**src/rtl/ariane_pkg.sv**
```systemverilog
// Shared issue-path types: functional-unit encoding, the scoreboard entry
// and a helper that classifies LSU-bound instructions.
package ariane_pkg;

    typedef enum logic [3:0] {
        NONE,
        LOAD,
        STORE,
        ALU,
        CTRL_FLOW,
        MULT,
        CSR,
        FPU,
        FPU_VEC,
        CVXIF,
        ACCEL
    } fu_t;

    typedef struct packed {
        logic [63:0] pc;
        logic [2:0]  trans_id;
        fu_t         fu;
        logic [7:0]  op;
        logic [5:0]  rs1;
        logic [5:0]  rs2;
        logic [5:0]  rd;
        logic [63:0] result;
        logic        valid;
        logic        use_imm;
    } scoreboard_entry_t;

    function automatic logic is_lsu_op(input fu_t fu);
        return (fu == LOAD) || (fu == STORE);
    endfunction

endpackage

```
**src/rtl/lsu_issue_throttle.sv**
```systemverilog
// Issue-path throttle for memory ops: enforces a minimum gap between LSU
// handshakes, holds them while the LSU is busy, and forces starved ops through.
module lsu_issue_throttle
    import ariane_pkg::*;
#(
    parameter int unsigned MIN_GAP  = 2,
    parameter int unsigned MAX_HOLD = 8,
    parameter int unsigned STAT_W   = 16
) (
    input  logic              clk_i,
    input  logic              rst_ni,
    input  logic              flush_i,
    input  logic              debug_req_i,
    input  scoreboard_entry_t issue_entry_i,
    input  logic              issue_entry_valid_i,
    input  logic              is_ctrl_flow_i,
    output logic              issue_instr_ack_o,
    output scoreboard_entry_t issue_entry_o,
    output logic              issue_entry_valid_o,
    output logic              is_ctrl_flow_o,
    input  logic              issue_instr_ack_i,
    input  logic              lsu_ready_i,
    output logic [STAT_W-1:0] throttle_cnt_o
);

    localparam int unsigned GAP_W  = (MIN_GAP > 0) ? $clog2(MIN_GAP + 1) : 1;
    localparam int unsigned HOLD_W = $clog2(MAX_HOLD + 1);
    localparam logic [GAP_W-1:0]  GAP_INIT = GAP_W'(MIN_GAP);
    localparam logic [HOLD_W-1:0] HOLD_MAX = HOLD_W'(MAX_HOLD);

    typedef enum logic {
        IDLE,
        COOLDOWN
    } state_e;

    state_e             state_q, state_d;
    logic [GAP_W-1:0]   gap_cnt_q, gap_cnt_d;
    logic [HOLD_W-1:0]  hold_cnt_q;
    logic [STAT_W-1:0]  throttle_cnt_q;

    logic mem_i;
    logic force_issue;
    logic block;
    logic mem_hs;

    // Handshake: an instruction moves when valid is high and the issue stage
    // acks in the same cycle; blocking drops both valid_o and ack_o together,
    // so ID never sees an ack for an instruction issue_stage did not receive.
    assign mem_i       = issue_entry_valid_i & is_lsu_op(issue_entry_i.fu);
    assign force_issue = (hold_cnt_q == HOLD_MAX);

    assign issue_entry_o  = issue_entry_i;
    assign is_ctrl_flow_o = is_ctrl_flow_i;
    assign throttle_cnt_o = throttle_cnt_q;

    always_ff @(posedge clk_i or negedge rst_ni) begin
        if (!rst_ni) begin
            state_q   <= IDLE;
            gap_cnt_q <= '0;
        end else begin
            state_q   <= state_d;
            gap_cnt_q <= gap_cnt_d;
        end
    end

    always_comb begin
        state_d   = state_q;
        gap_cnt_d = gap_cnt_q;
        unique case (state_q)
            IDLE: begin
                if (mem_hs && (MIN_GAP > 0)) begin
                    state_d   = COOLDOWN;
                    gap_cnt_d = GAP_INIT;
                end
            end
            COOLDOWN: begin
                // A handshake here can only be a forced one; restart the gap.
                if (mem_hs) begin
                    gap_cnt_d = GAP_INIT;
                end else if (gap_cnt_q == GAP_W'(1)) begin
                    state_d   = IDLE;
                    gap_cnt_d = '0;
                end else begin
                    gap_cnt_d = gap_cnt_q - GAP_W'(1);
                end
            end
            default: begin
                state_d   = IDLE;
                gap_cnt_d = '0;
            end
        endcase
        if (flush_i || debug_req_i) begin
            state_d   = IDLE;
            gap_cnt_d = '0;
        end
    end

    always_comb begin
        block = mem_i & ~debug_req_i &
                (~lsu_ready_i | ((state_q == COOLDOWN) & ~force_issue));
        issue_entry_valid_o = issue_entry_valid_i & ~block;
        issue_instr_ack_o   = issue_instr_ack_i & ~block;
        mem_hs              = mem_i & issue_entry_valid_o & issue_instr_ack_i;
    end

    always_ff @(posedge clk_i or negedge rst_ni) begin
        if (!rst_ni) begin
            hold_cnt_q <= '0;
        end else if (mem_hs || !mem_i || flush_i || debug_req_i) begin
            hold_cnt_q <= '0;
        end else if (block && (hold_cnt_q != HOLD_MAX)) begin
            hold_cnt_q <= hold_cnt_q + HOLD_W'(1);
        end
    end

    // Statistics survive flushes; only reset clears them.
    always_ff @(posedge clk_i or negedge rst_ni) begin
        if (!rst_ni) begin
            throttle_cnt_q <= '0;
        end else if (block && (throttle_cnt_q != '1)) begin
            throttle_cnt_q <= throttle_cnt_q + STAT_W'(1);
        end
    end

endmodule

```
**config.mk**
```make
export PLATFORM = sky130hd
export DESIGN_NAME = lsu_issue_throttle
export DESIGN_NICKNAME = d
export VERILOG_FILES = /design/src/rtl/ariane_pkg.sv /design/src/rtl/lsu_issue_throttle.sv
export SDC_FILE = /design/constraint.sdc
export NUM_CORES = 1
export LEC_CHECK = 0
export ABC_AREA = 1
export CAP_MARGIN = 0
export CORE_AREA = 2 2 135 137
export CTS_CLUSTER_SIZE = 12
export DETAILED_ROUTE_END_ITERATION = 6
export DIE_AREA = 0 0 137 139
export SYNTH_ARGS = -nofsm -noshare
export SYNTH_HDL_FRONTEND = slang
export SYNTH_SLANG_ARGS = --single-unit
```
**constraint.sdc**
```tcl
create_clock -name clk_i -period 3.83 [get_ports clk_i]
set_input_delay 0.9575 -clock clk_i [delete_from_list [all_inputs] [get_ports clk_i]]
set_output_delay 0.9575 -clock clk_i [all_outputs]
set_load 0.02 [all_outputs]
```
# After elaboration in Yosys (flattened, before gate mapping)
# Index checks and enable logic that the tools add are counted.
dict set report totals {
  regBits 23
  latch_bits 0
  ramBits 0
  mem_bits_ro 0
  in_bits 171
  out_inout_bits 182
  wordCells 49
  mem_count 0
}
dict set report op_classes {
  addsub 3
  mul 0
  n_div 0
  n_lt_le_gt_ge 0
  eq_ne 7
  shift 0
  mux 12
  bitwise_logic 14
  reduce_logical 9
}
# operator n
set ops {}
lappend ops {{adder 16 x 1 -> 16 bit (second input constant)} 1}
lappend ops {{inequality test 16 bit (second input constant)} 1}
lappend ops {{bitwise AND 1 bit} 8}
lappend ops {{2-to-1 mux 2 bit} 4}
lappend ops {{2-to-1 mux 4 bit} 2}
lappend ops {{logical OR 1 bit} 5}
lappend ops {{inverter 1 bit} 5}
lappend ops {{adder 4 x 1 -> 4 bit (second input constant)} 1}
lappend ops {{equality test 4 x 1 -> 1 bit (second input constant)} 1}
lappend ops {{equality test 4 x 2 -> 1 bit (second input constant)} 1}
lappend ops {{equality test 4 bit (second input constant)} 1}
lappend ops {{2-to-1 mux 1 bit} 4}
lappend ops {{inequality test 4 bit (second input constant)} 1}
lappend ops {{one-hot mux 2 bit (2 select lines)} 1}
lappend ops {{inequality test 3 bit (second input constant)} 1}
lappend ops {{equality test 2 x 1 -> 1 bit (second input constant)} 1}
lappend ops {{logical AND 1 bit} 2}
lappend ops {{one-hot mux 1 bit (2 select lines)} 1}
lappend ops {{nonzero test 2 bit} 1}
lappend ops {{subtractor 2 x 1 -> 2 bit (second input constant)} 1}
lappend ops {{zero test 1 bit} 1}
lappend ops {{OR 1 bit} 1}

# Depth between registers and ports, before layout
# Gate-level depths: netlist of the first run.
dict set report depth {
  word_depth 13
  ltp_mapped 10
  mapped_depth_nobuf 9
}

# Worst setup path before layout of the first run
# Ideal clock, no wire load.
dict set report synth_path {
  path_kind {input to output}
  start {in issue_entry_i[95] (netlist name)}
  end {out issue_entry_valid_o}
  arrival_ps 1589
  required_time_ps 2873
  path_slack_ps 1283
  stages 6
  n_path_buf 0
  path_cell_list {inv_1 -> nand2_1 -> nor2_1 -> nand3_1 -> nor2_4 -> nor2_1}
}
dict set report synth_via {
  elab_chain_len 7
  word_cells_on_any_way 8
  classes_between {eq/ne (2); bitwise (5); reduce/logical (1)}
}
# item line
set synth_lines {}
lappend synth_lines {{start: declaration} lsu_issue_throttle.sv:14} ;# input scoreboard_entry_t issue_entry_i,
lappend synth_lines {{equality test 4 x 1 -> 1 bit or equality test 4 x 2 -> 1 bit (tied branches)} ariane_pkg.sv:33} ;# return (fu == LOAD) || (fu == STORE);
lappend synth_lines {{logical OR 1 bit (*)} ariane_pkg.sv:33}
lappend synth_lines {{bitwise AND 1 bit (*)} lsu_issue_throttle.sv:49} ;# assign mem_i = issue_entry_valid_i & is_lsu_op(issue_entry_i.fu);
lappend synth_lines {{bitwise AND 1 bit (*) (2 in series)} lsu_issue_throttle.sv:99} ;# block = mem_i & ~debug_req_i &
lappend synth_lines {{inverter 1 bit (*)} lsu_issue_throttle.sv:101} ;# issue_entry_valid_o = issue_entry_valid_i & ~block;
lappend synth_lines {{bitwise AND 1 bit (*)} lsu_issue_throttle.sv:101}
lappend synth_lines {{end: declaration} lsu_issue_throttle.sv:19} ;# output logic issue_entry_valid_o,
# Mark *: on every way between the ends. The rest lies on a longest branch, timed or not.

# Final worst setup path of the first run
dict set report layout_path {
  start {in issue_entry_valid_i}
  end {out issue_instr_ack_o}
}
dict set report layout_via {
  elab_chain_len 5
}
# item line
set layout_lines {}
lappend layout_lines {{start: declaration} lsu_issue_throttle.sv:15} ;# input logic issue_entry_valid_i,
lappend layout_lines {{bitwise AND 1 bit} lsu_issue_throttle.sv:49}
lappend layout_lines {{bitwise AND 1 bit (2 in series)} lsu_issue_throttle.sv:99}
lappend layout_lines {{inverter 1 bit} lsu_issue_throttle.sv:102} ;# issue_instr_ack_o = issue_instr_ack_i & ~block;
lappend layout_lines {{bitwise AND 1 bit} lsu_issue_throttle.sv:102}
lappend layout_lines {{end: declaration} lsu_issue_throttle.sv:17} ;# output logic issue_instr_ack_o,
# No other way between the ends.

==> impl_metrics.py, run 1 <==
metrics = {
    "run_status": {
        "status": "complete, no violations",
    },
    "clock_tree": {
        "clk_pin_slew_ns": 0.06,
        "cts_hold_buf": 0,
        "cts_sinks": 23,
        "cts-buffers-inserted": 3,
        "clock_latency_ns": 0.26,
        "clock_path_buffers": 2,
        "clockRootBuffer": "clkbuf_16",
        "cts.htree.levels": 1,
        "cts_setup_buffers": 0,
        "cts_resized": 0,
        "cts_tree": "yes",
    },
    "timing": {
        "tns_ns": 0,
        "finClkSkew_ns": 0.003821,
        "fmax_ghz": 0.2821,
        "setup_viol": 0,
        "slew_headroom_pct": 70.32,
        "finalCritPeriodShare_pct": 92.57,
        "worst_pin_slew_ns": 0.4417,
        "min_period_ns": 3.545,
        "rsz0062_at_grt": "no",
        "final_hold_viol_count": 0,
        "worst_hold_slack_ns": 0.5162,
        "finalMaxSlewViolations": 0,
    },
    "logic_synthesis": {
        "ys_seq_area_share_pct": 21.44,
        "yosysTopAreaCellShare_pct": 46.13,
        "ys_warn_count": 0,
        "synth_top_family_by_area": "buffers and inverters",
        "async_flop_share_pct": 100.0,
        "synth-simple-area-share_pct": 19.15,
        "netlist_instances": 355,
        "synth_commonest_cells": "buf_4 (165), nand2_1 (63), dfrtp_1 (23), inv_1 (22), nor2_1 (18)",
        "synth_nets": 530,
        "synth_edf_count": 0,
        "synthMuxAreaShare_pct": 0.7456,
        "synth_cell_types": 26,
        "ys_ff_latch": 23,
        "synthAdderAreaFrac_pct": 1.864,
        "yosys.area.top_type": "buf_4",
        "synth_area_leaders": "buf_4 (46%), dfrtp_1 (21%), nand2_1 (8.8%)",
        "synth-main-ff-cell": "dfrtp_1",
        "yosysMostFrequentCell": "buf_4",
        "post_synth_xor_area_fraction_pct": 4.240,
        "synth_area_per_cell_um2": 7.564,
        "synthesis.area_um2": 2685,
        "synth_compound_area_share_pct": 2.703,
    },
    "critical_path": {
        "cp.required_ns": 2.87,
        "r2r_cells": 10,
        "path_buf_inv": 3,
        "cp_top_family": "buffers and inverters",
        "max_stage_delay_ns": 0.53,
        "start_kind": "input port",
        "worstPathCellList": "clkdlybuf4s50_1 > nand2_1 > nor2_1 > nand2_1 > nor2_1 > nand2_1 > nand2_1 > inv_1 > clkdlybuf4s50_1",
        "end_kind": "output port",
        "ff2ff_setup_slack_ns": 1.98,
        "critical_path_arrival_ns": 2.59,
        "path_depth": 9,
        "path_max_fanout": 3,
        "setup.worst_path.class": "input port to output port",
        "critPathSlowestCell": "clkdlybuf4s50_1",
        "path_common_cell": "nand2_1",
    },
    "final_layout": {
        "diodes": 0,
        "n_fill_cell": 2062,
        "drive_above_1_share_pct": 7.930,
        "final_nets": 403,
        "final_area_um2": 2137,
        "syn2layout_area_growth_pct": -20.41,
        "fin_cells": 456,
    },
    "global_route": {
        "grt_max_degree": 24,
        "grt_pass1_vias": 1625,
        "gr-total-overflow": 0,
        "grt_usage_pct": 6.812,
        "antenna_found_initial": 0,
        "grt_first_pass_wirelength_mm": 9.632,
    },
    "pwr": {
        "finalPower_mw": 0.6908,
        "irDropWorstVdd_mv": 0.1328,
        "p_leak_nw": 0.8527,
        "pwr_density_cell_nw_per_um2": 323.2,
    },
    "job": {
        "max_cap_violations": 0,
    },
    "floorplanning": {
        "initial_utilization_pct": 15.21,
        "fp-row-count": 49,
        "die_y_um": 139,
        "core_area_um2": 17660,
        "die_w_um": 137,
        "pin_count": 353,
        "die-area_um2": 19040,
    },
    "placement": {
        "dp.cells": 452,
        "placed_cell_area_um2": 2057,
        "gp_congestion": 0.7380,
        "portBuffers": 32,
        "hpwl_mm": 5.232,
    },
    "min_path": {
        "hp-class": "flop to flop",
        "whs_path_depth": 2,
    },
    "route": {
        "drc": 0,
        "num_vias": 1530,
        "drt_pass1_iterations": 4,
        "wirelength_met1_mm": 1.776,
        "routed.top_layer": "met5",
        "drt_iter0_drc": 88,
        "wl_met3_mm": 1.152,
        "dr_wl_met2_mm": 2.610,
        "wire_per_inst_um": 14.32,
        "routed_via_density": 3.355,
        "antenna_left": 0,
        "drt_wl_total_mm": 6.531,
    },
}
==> cells by family (layout without fill, tap and decap cells) <==
logic type	count (synthesis)	after routing
mux	2	2
compound gates	11	11
simple gates	113	113
fa+ha+maj	4	4
flops	23	23
xor+xnor	13	13
buf+inv	189	61
==> layout by cell type (no fill, tap or decap), types with 3 or more instances in the layout <==
master	netlist	layout
inv_1	22	22
dfrtp_1	23	23
ha_1	4	4
nand3_1	11	11
nor2_1	18	18
nand4_1	7	7
clkdlybuf4s50_1	0	32
nand2_1	63	63
xor2_1	7	7
nor3_1	5	5
o21ai_2	3	3
clkbuf_16	0	3
xnor2_1	6	6
a21oi_1	3	3
==> area by class of cell <==
type                            count  area (µm²)  share of cell area (%)
Inverter                           23       88.84                   4.157
Tap cell                          229       286.5                   13.41
Clock buffer                        3       75.07                   3.513
Timing Repair Buffer               34       335.3                   15.69
Sequential cell                    23       575.6                   26.93
Multi-Input combinational cell    143       770.7                   36.07
Clock inverter                      1       5.005                  0.2342
==> power by group <==
group | switching [mW] | internal (mW)
Combinational | 0.0892 | 0.0744
Sequential | 0.0286 | 0.263
Clock | 0.0950 | 0.141
Total | 0.213 | 0.478
==> final timing paths <==
check / start / end
min in group asynchronous: rst_ni / throttle_cnt_o[9]$_DFFE_PN0P_
max reg2reg: hold_cnt_q[0]$_DFFE_PN0P_ / throttle_cnt_o[14]$_DFFE_PN0P_
max: issue_entry_valid_i / issue_instr_ack_o
max in group asynchronous: rst_ni / gap_cnt_q[0]$_DFFE_PN0P_
min reg2reg: throttle_cnt_o[15]$_DFFE_PN0P_ / throttle_cnt_o[15]$_DFFE_PN0P_
min: throttle_cnt_o[15]$_DFFE_PN0P_ / throttle_cnt_o[15]$_DFFE_PN0P_
==> sequential cells by signal (all words and copies together), names as in the netlist <==
| name | flops |
|---|---|
| gap_cnt_q | 2 |
| hold_cnt_q | 4 |
| state_q | 1 |
| throttle_cnt_o | 16 |
==> metrics by stage <==
stage               utilization (%)  setup WS [ns]
finish                        12.10         0.2847
detailed placement            11.65         0.2761
CTS                           12.10         0.2741
global route                  12.10         0.1091
floorplan                         -          1.283
global placement              11.65         0.3009
==> worst min-delay path: stages, from the launching register on <==
cell	delay, ns
dfrtp_1	0.37
nand2_1	0.06
o21ai_0	0.06
==> per-layer routing <==
metal  global-route usage [%]  vias to the layer above
li1                         -                      681
met1                    5.500                      637
met2                    8.667                      112
met3                    5.080                       98
met4                    9.875                        2
met5                    1.323                        -
Power figures use the tool's default switching activity.
==> run 2: changes to the inputs <==
--- a/config.mk
+++ b/config.mk
@@ -6,7 +6,7 @@
 export NUM_CORES = 1
 export LEC_CHECK = 0
 export ABC_AREA = 1
-export CAP_MARGIN = 0
+export CAP_MARGIN = 40
 export CORE_AREA = 2 2 135 137
 export CTS_CLUSTER_SIZE = 12
 export DETAILED_ROUTE_END_ITERATION = 6
==> results of run 2 <==
The final DEF is identical to that of run 1; final timing and power are the same.
==> run 3: changes to the inputs <==
--- a/config.mk
+++ b/config.mk
@@ -7,10 +7,12 @@
 export LEC_CHECK = 0
 export ABC_AREA = 1
 export CAP_MARGIN = 40
-export CORE_AREA = 2 2 135 137
+export CELL_PAD_IN_SITES_DETAIL_PLACEMENT = 2
+export CELL_PAD_IN_SITES_GLOBAL_PLACEMENT = 2
+export CORE_UTILIZATION = 12
 export CTS_CLUSTER_SIZE = 12
 export DETAILED_ROUTE_END_ITERATION = 6
-export DIE_AREA = 0 0 137 139
+export PLACE_DENSITY_LB_ADDON = 0.1
 export SYNTH_ARGS = -nofsm -noshare
 export SYNTH_HDL_FRONTEND = slang
 export SYNTH_SLANG_ARGS = --single-unit
==> impl_metrics.py, run 3 (same netlist as run 1, synthesis figures left out) <==
metrics = {
    "min_path": {
        "worstHoldStart": "throttle_cnt_o[15]$_DFFE_PN0P_",
        "hp-class": "flop to flop",
    },
    "run_status": {
        "status": "complete, no violations",
    },
    "floorplanning": {
        "initial_utilization_pct": 12.27,
        "die_w_um": 151.6,
        "pin_count": 353,
        "die-area_um2": 22980,
        "fp-row-count": 54,
        "core_area_um2": 21890,
        "die_y_um": 151.6,
    },
    "final_layout": {
        "diodes": 0,
        "final_nets": 403,
        "layout.area.seq_um2": 575.6,
        "final_area_um2": 2202,
        "n_fill_cell": 2621,
        "layout_common_cells": "nand2_1 (63), clkdlybuf4s50_1 (32), dfrtp_1 (23)",
        "largest_reg_flops": 16,
        "final_common_cell": "nand2_1",
        "drive_above_1_share_pct": 7.930,
        "multi_input_area_um2": 773.2,
        "syn2layout_area_growth_pct": -17.99,
    },
    "critical_path": {
        "end_kind": "output port",
        "startpoint": "issue_entry_valid_i",
        "setup.worst_path.class": "input port to output port",
        "reg2reg_from": "hold_cnt_q[0]$_DFFE_PN0P_",
        "start_kind": "input port",
        "path_max_fanout": 3,
        "cp.required_ns": 2.87,
        "critical_path_arrival_ns": 2.65,
    },
    "route": {
        "antenna_left": 0,
        "routed_via_density": 3.008,
        "drt_pass1_iterations": 4,
        "drt_iter0_drc": 29,
        "drt_wl_total_mm": 6.538,
        "num_vias": 1525,
        "drc": 0,
        "wire_per_inst_um": 12.90,
    },
    "timing": {
        "finClkSkew_ns": 0.005345,
        "worst_hold_slack_ns": 0.5306,
        "min_period_ns": 3.604,
        "slew_headroom_pct": 66.07,
        "fmax_ghz": 0.2775,
        "finalMaxSlewViolations": 0,
        "rsz0062_at_grt": "no",
        "setup_viol": 0,
        "final_hold_viol_count": 0,
        "tns_ns": 0,
        "finalCritPeriodShare_pct": 94.10,
        "fin_ws_ns": 0.2261,
        "worst_pin_slew_ns": 0.5051,
    },
    "job": {
        "max_cap_violations": 0,
    },
    "global_route": {
        "grt_first_pass_wirelength_mm": 9.956,
        "antenna_found_initial": 0,
        "gr-total-overflow": 0,
        "grt_max_degree": 24,
        "grt_usage_pct": 5.888,
        "grt_pass1_vias": 1730,
    },
    "pwr": {
        "irDropWorstVdd_mv": 0.1190,
        "p_leak_nw": 0.8497,
        "pwr_density_cell_nw_per_um2": 325.6,
    },
    "clock_tree": {
        "clock_latency_ns": 0.27,
        "cts.htree.levels": 1,
        "cts_sinks": 23,
        "cts-buffers-inserted": 3,
        "cts_resized": 0,
        "clock_path_buffers": 2,
        "clk_pin_slew_ns": 0.07,
        "cts_tree": "yes",
        "clockRootBuffer": "clkbuf_16",
        "cts_setup_buffers": 0,
        "cts_hold_buf": 0,
    },
    "placement": {
        "portBuffers": 32,
        "gp_congestion": 0.6117,
        "hpwl_mm": 4.904,
        "placed_cell_area_um2": 2121,
        "dp_slack_ns": 0.1386,
    },
}
==> run 3: through the flow <==
step / total power [mW] / std cells / util (%)
after floorplan: 0.6207 / 355 / -
after global placement: 0.4712 / 503 / 9.688
after detailed placement: 0.4704 / 503 / 9.688
after CTS: 0.7446 / 507 / 10.05
after global routing: 0.7651 / 507 / 10.06
final: 0.7171 / 507 / 10.06
==> run 3: worst paths after layout <==
check / cells after the start / endpoint / slack [ns]
worst max register to register: 10 / throttle_cnt_o[14]$_DFFE_PN0P_ / 1.84
worst min register to register: 2 / throttle_cnt_o[15]$_DFFE_PN0P_ / 0.53
worst max-delay path: 9 / issue_instr_ack_o / 0.23
max in group asynchronous: 2 / hold_cnt_q[0]$_DFFE_PN0P_ / 2.47
worst min-delay path: 2 / throttle_cnt_o[15]$_DFFE_PN0P_ / 0.53
min in group asynchronous: 2 / throttle_cnt_o[8]$_DFFE_PN0P_ / 1.07
==> run 3: layer usage <==
metal  vias to the layer above  global-route usage, %  wire, µm
met5                         -                      0         0
met4                         0                  2.871       205
met3                        40                  2.814       601
met2                        61                  9.703      3047
met1                       746                  6.294      2684
li1                        678                      -         -
==> run 3: area by class of cell <==
type	instances	share of cell area, %
Tap cell	280	15.91
Timing Repair Buffer	34	15.23
Inverter	23	4.034
Sequential cell	23	26.14
Multi-Input combinational cell	143	35.11
Clock buffer	4	3.580
==> run 3: power breakdown <==
part           internal, mW  switching [mW]
registers             0.262          0.0305
logic                0.0749          0.0901
clock network         0.143           0.116
==> run 3: worst max-delay path, stage by stage <==
cell,delay [ns]
clkdlybuf4s50_1,0.48
nand2_1,0.05
nor2_1,0.14
nand2_1,0.11
nor2_2,0.14
nand2_1,0.09
nand2_1,0.09
inv_1,0.06
clkdlybuf4s50_1,0.53
